$ cat src/rtl/signed_adder_pkg.sv
// Shared constant helpers for the signed adder tree: tree depth, full
// result width, per-level node counts and saturation bounds.
package signed_adder_pkg;

    function automatic int clog2(input int n);
        int r;
        int v;
        r = 0;
        v = 1;
        while (v < n) begin
            v = v * 2;
            r = r + 1;
        end
        return r;
    endfunction

    function automatic int full_width(input int iwidth, input int nch);
        return iwidth + clog2(nch);
    endfunction

    // Operands left after 'lvl' pairwise levels; an odd one rides along.
    function automatic int node_count(input int nch, input int lvl);
        int c;
        c = nch;
        for (int i = 0; i < lvl; i++) begin
            c = (c + 1) / 2;
        end
        return c;
    endfunction

    function automatic longint sat_hi(input int owidth);
        return (longint'(1) <<< (owidth - 1)) - longint'(1);
    endfunction

    function automatic longint sat_lo(input int owidth);
        return -(longint'(1) <<< (owidth - 1));
    endfunction

endpackage

$ cat src/rtl/signed_adder_reg.sv
// One tree node: sign-extend two W-bit operands, add exactly into W+1 bits,
// and register the result when the incoming valid bit is set.
module signed_adder_reg #(
    parameter int W = 4
) (
    input  logic         clk,
    input  logic         reset_n,
    input  logic         en,
    input  logic [W-1:0] a,
    input  logic [W-1:0] b,
    output logic [W:0]   sum
);

    always_ff @(posedge clk) begin
        if (!reset_n) begin
            sum <= '0;
        end else if (en) begin
            sum <= {a[W-1], a} + {b[W-1], b};
        end
    end

endmodule

$ cat src/rtl/signed_adder_tree.sv
// Pipelined signed adder tree: clog2(NCH) registered adder levels followed
// by one output register that sign-extends, saturates or wraps the sum.
module signed_adder_tree
    import signed_adder_pkg::*;
#(
    parameter int NCH    = 4,
    parameter int IWIDTH = 4,
    parameter int OWIDTH = IWIDTH + clog2(NCH),
    parameter int SAT    = 1
) (
    input  logic                     i_clk,
    input  logic                     i_reset_n,
    input  logic                     i_valid,
    input  logic [NCH*IWIDTH-1:0]    i_data,
    output logic                     o_valid,
    output logic signed [OWIDTH-1:0] o_sum,
    output logic                     o_ovf
);

    localparam int LEVELS = clog2(NCH);
    localparam int FW     = full_width(IWIDTH, NCH);
    localparam int LAT    = LEVELS + 1;

    // i_valid qualifies i_data for exactly one cycle and there is no ready:
    // every valid set is accepted, and o_valid pulses once per set LAT later.
    logic [LAT-1:0] vld;

    always_ff @(posedge i_clk) begin
        if (!i_reset_n) begin
            vld <= '0;
        end else begin
            vld <= {vld[LAT-2:0], i_valid};
        end
    end

    for (genvar l = 0; l < LEVELS; l++) begin : g_lvl
        localparam int W    = IWIDTH + l;
        localparam int NIN  = node_count(NCH, l);
        localparam int NOUT = node_count(NCH, l + 1);

        logic [NIN*W-1:0]      din;
        logic [NOUT*(W+1)-1:0] dout;
        logic                  en;

        if (l == 0) begin : g_src
            assign din = i_data;
            assign en  = i_valid;
        end else begin : g_src
            assign din = g_lvl[l-1].dout;
            assign en  = vld[l-1];
        end

        for (genvar j = 0; j < NOUT; j++) begin : g_node
            logic [W-1:0] b;

            // An unpaired last operand is added to zero, i.e. just widened.
            if (2 * j + 1 < NIN) begin : g_pair
                assign b = din[(2*j+1)*W +: W];
            end else begin : g_single
                assign b = '0;
            end

            signed_adder_reg #(.W(W)) u_node (
                .clk     (i_clk),
                .reset_n (i_reset_n),
                .en      (en),
                .a       (din[2*j*W +: W]),
                .b       (b),
                .sum     (dout[j*(W+1) +: W+1])
            );
        end
    end

    logic [FW-1:0]     tree_sum;
    logic [OWIDTH-1:0] conv_sum;
    logic              conv_ovf;

    assign tree_sum = g_lvl[LEVELS-1].dout;

    if (OWIDTH >= FW) begin : g_ext
        assign conv_sum = OWIDTH'($signed(tree_sum));
        assign conv_ovf = 1'b0;
    end else if (SAT != 0) begin : g_sat
        localparam logic signed [FW-1:0] HI = FW'(sat_hi(OWIDTH));
        localparam logic signed [FW-1:0] LO = FW'(sat_lo(OWIDTH));

        always_comb begin
            conv_sum = tree_sum[OWIDTH-1:0];
            conv_ovf = 1'b0;
            if ($signed(tree_sum) > HI) begin
                conv_sum = HI[OWIDTH-1:0];
                conv_ovf = 1'b1;
            end else if ($signed(tree_sum) < LO) begin
                conv_sum = LO[OWIDTH-1:0];
                conv_ovf = 1'b1;
            end
        end
    end else begin : g_wrap
        // Overflow whenever the dropped bits are not copies of the new MSB.
        assign conv_sum = tree_sum[OWIDTH-1:0];
        assign conv_ovf = tree_sum[FW-1:OWIDTH] != {(FW-OWIDTH){tree_sum[OWIDTH-1]}};
    end

    always_ff @(posedge i_clk) begin
        if (!i_reset_n) begin
            o_sum <= '0;
            o_ovf <= 1'b0;
        end else if (vld[LEVELS-1]) begin
            o_sum <= conv_sum;
            o_ovf <= conv_ovf;
        end
    end

    assign o_valid = vld[LAT-1];

endmodule

$ cat config.mk
export PLATFORM = sky130hd
export DESIGN_NAME = signed_adder_tree
export DESIGN_NICKNAME = d
export VERILOG_FILES = /design/src/rtl/signed_adder_pkg.sv /design/src/rtl/signed_adder_reg.sv /design/src/rtl/signed_adder_tree.sv
export SDC_FILE = /design/constraint.sdc
export NUM_CORES = 1
export LEC_CHECK = 0
export BUFFER_PORTS_ARGS = -buffer_cell sky130_fd_sc_hd__buf_2
export CAP_MARGIN = 25
export CORE_MARGIN = 4
export CORE_UTILIZATION = 55
export CTS_CLUSTER_SIZE = 30
export DETAILED_ROUTE_END_ITERATION = 8
export GPL_ROUTABILITY_DRIVEN = 0
export PLACE_DENSITY = 0.77
export REMOVE_ABC_BUFFERS = 1
export SYNTH_ARGS = -nofsm -noshare
export SYNTH_HDL_FRONTEND = slang
export SYNTH_SLANG_ARGS = --single-unit
$ cat constraint.sdc
create_clock -name i_clk -period 4 [get_ports i_clk]
set_clock_uncertainty 0.2 [all_clocks]
set_input_delay 0.4 -clock i_clk [delete_from_list [all_inputs] [get_ports i_clk]]
set_output_delay 0.4 -clock i_clk [all_outputs]
set_load 0.03 [all_outputs]
==> load_flow_metrics.sql <==
INSERT INTO impl_metrics (metric_group, metric, value, unit) VALUES
('floorplan', 'i_o_pins', '27', ''),
('setup_path', 'crit_path_cell_trace', 'ha_1, inv_1, fa_1, nand2b_1, a211o_1, o211ai_1', ''),
('clocking', 'cts-buffers-inserted', '3', ''),
('sta', 'peak_clock_frequency_supported_by_timing', '0.550', 'GHz'),
('floorplan', 'core_region_area', '2300', 'sq um'),
('drt', 'detailed_route_drc_error_count', '0', ''),
('logic_synthesis', 'number_of_unique_standard_cell_types_used_by_synthesis', '33', ''),
('clocking', 'cts_tree', 'built', ''),
('logic_synthesis', 'synthFlopType', 'dfxtp_1', ''),
('sta', 'min_period', '1820', 'ps'),
('clocking', 'cts_setup_buffers', '0', ''),
('logic_synthesis', 'avgSynthCellArea', '9.66', 'sq um'),
('drt', 'detailroute.via_count', '1039', ''),
('floorplan', 'std_cell_rows', '17', ''),
('sta', 'tns', '0', 'ps'),
('clocking', 'cts.clk_slew.worst_paths', '130', 'ps'),
('clocking', 'cts_htree_levels', '1', ''),
('drt', 'detail_route.vias_per_cell', '5.41', ''),
('clocking', 'root_buffer_selected_by_cts', 'clkbuf_4', ''),
('drt', 'drt_iter0_markers', '4', ''),
('clocking', 'clock_insertion_delay_at_the_later_pin_of_the_skew_report', '310', 'ps'),
('power_and_ir_drop', 'ir_drop', '0.228', 'mV'),
('floorplan', 'initial_utilization', '60.1', '%'),
('setup_path', 'slowest_stage', 'fa_1', ''),
('place', 'placed_cells', '188', ''),
('drt', 'wl_per_cell', '12.4', 'um'),
('grt', 'antenna_violations_before_repair', '0', ''),
('logic_synthesis', 'yosys_register_bits', '25', ''),
('cells_and_area', 'syn_to_final_growth', '10.4', '%'),
('clocking', 'clock_tree_sinks', '25', ''),
('drt', 'finalWirelength', '2.39', 'mm'),
('status', 'result_of_the_run', 'finished, final reports clean', ''),
('grt', 'grt_busiest_layer', 'met2', ''),
('floorplan', 'die_area', '3380', 'sq um'),
('place', 'portBuffers', '25', ''),
('clocking', 'cts_buffer_depth', '2', ''),
('sta', 'final-setup-viol-count', '0', ''),
('power_and_ir_drop', 'pwr_density_cell', '318', 'nW/um^2'),
('setup_path', 'startpoint_type', 'register', ''),
('setup_path', 'worst-path-max-fanout', '2', ''),
('sta', 'hold_vio_cnt_final', '0', ''),
('setup_path', 'worstSetupEndpointType', 'register', ''),
('power_and_ir_drop', 'p_clk_share', '23.0', '%'),
('sta', 'hold_ws', '253', 'ps'),
('cells_and_area', 'most-common-layout-cells', 'dfxtp_1 (25), buf_2 (25), nor2b_1 (13), ha_1 (13), mux2i_1 (12)', ''),
('power_and_ir_drop', 'power_switching_share', '27.4', '%'),
('place', 'hpwlAfterDp', '1.90', 'mm'),
('grt', 'first_pass_grt_wire_length', '4.22', 'mm'),
('logic_synthesis', 'synth-edff-count', '0', ''),
('drt', 'dr.pass1.iters', '4', ''),
('setup_path', 'critical_path.max_stage_delay', '390', 'ps'),
('grt', 'groute.layer.met1.usage', '19.4', '%'),
('drt', 'ant_nets', '0', ''),
('grt', 'grt_usage', '16.0', '%'),
('logic_synthesis', 'yosys_warnings', '0', ''),
('power_and_ir_drop', 'p_comb_share', '20.3', '%'),
('power_and_ir_drop', 'switching_power', '0.133', 'mW'),
('sta', 'post-route-period-util', '45.4', '%'),
('grt', 'grt_util_met2', '27.7', '%'),
('logic_synthesis', 'async_flop_share', '0', '%'),
('power_and_ir_drop', 'p_seq_share', '56.7', '%'),
('grt', 'global_route.usage.met3', '2.67', '%'),
('clocking', 'cts-hold-fix-buffers', '0', ''),
('place', 'dpl_worst_slack', '2050', 'ps'),
('power_and_ir_drop', 'p_leak', '0.694', 'nW'),
('flow_run', 'drv.max_cap_violation_count', '0', ''),
('setup_path', 'critical_path_arrival', '1860', 'ps'),
('cells_and_area', 'final_cells', '192', ''),
('logic_synthesis', 'netlist_instances', '143', ''),
('grt', 'first_global_vias', '1021', ''),
('setup_path', 'worst_ep_required_time', '4050', 'ps');
## critical path: cells and delay by family, from the launching register on
family | cells | cell delay [ps]
AO/OA/AOI/OAI | 2 | 330
AND/OR/NAND/NOR | 1 | 180
flip-flops | 1 | 380
adder cells (fa/ha/maj) | 2 | 590
buffers and inverters | 1 | 60
## state kept, by name, indices dropped and copies added (netlist names)
signal                   flops
vld                          3
o_sum                        6
g_lvl.g_node.u_node.sum     16
## cell families (layout without fill, tap and decap cells)
| family | after synthesis | after routing | synth area share, % |
|---|---|---|---|
| XOR/XNOR | 3 | 3 | 1.90 |
| other | 1 | 1 | 0.271 |
| adder cells (fa/ha/maj) | 16 | 16 | 16.1 |
| buffers and inverters | 18 | 39 | 5.80 |
| AND/OR/NAND/NOR | 46 | 46 | 19.6 |
| AO/OA/AOI/OAI | 22 | 22 | 11.4 |
| flip-flops | 25 | 25 | 36.2 |
| multiplexers | 12 | 12 | 8.70 |
## metrics by stage
step | instance area (sq um) | total power [mW]
floorplan | 1340 | 0.348
global placement | 1500 | 0.376
detailed placement | 1500 | 0.380
CTS | 1530 | 0.492
global route | 1530 | 0.516
finish | 1530 | 0.486
## final timing paths
path	slack, ps	cells after the start	start	end
max	2180	6	g_lvl[0].g_node[1].u_node.sum[0]	g_lvl[1].g_node[0].u_node.sum[4]
min	250	4	i_data[12]	g_lvl[0].g_node[1].u_node.sum[0]
max reg2reg	2180	6	g_lvl[0].g_node[1].u_node.sum[0]	g_lvl[1].g_node[0].u_node.sum[4]
min reg2reg	300	1	g_lvl[1].g_node[0].u_node.sum[1]	g_lvl[1].g_node[0].u_node.sum[1]
## power groups by stage
| stage | logic (mW) | clock network, mW | registers, mW |
|---|---|---|---|
| after floorplan | 0.0685 | 0 | 0.279 |
| after detailed placement | 0.0991 | 0 | 0.281 |
| final | 0.0985 | 0.112 | 0.275 |
| after global placement | 0.0954 | 0 | 0.280 |
| after global routing | 0.113 | 0.124 | 0.278 |
| after CTS | 0.0996 | 0.116 | 0.276 |
## synth_stat cells (4+ instances only)
cell type	instances	share of area, %
ha_1	13	12
nor2_1	4	1.1
nand2b_1	4	1.8
o21ai_0	4	1.4
nand3b_1	5	2.7
nor2b_1	13	5.9
mux2i_1	12	8.7
buf_2	4	1.4
dfxtp_1	25	36
nand2_1	4	1.1
inv_1	10	2.7
nand3_1	9	3.3
## per-layer routing
metal | part of all wire, % | vias to the layer above | wire length, um
met1 | 46 | 475 | 1090
met5 | 0 | - | 0
met2 | 48 | 24 | 1150
met4 | 1.8 | 0 | 42
li1 | - | 536 | -
met3 | 4.4 | 4 | 105
## layout make-up
class	count	area, sq um
Clock buffer	4	26.3
Fill cell	188	772
Inverter	10	37.5
Multi-Input combinational cell	100	801
Sequential cell	25	500
Tap cell	28	35.0
Timing Repair Buffer	25	125
(Power assumes the default switching activity.)
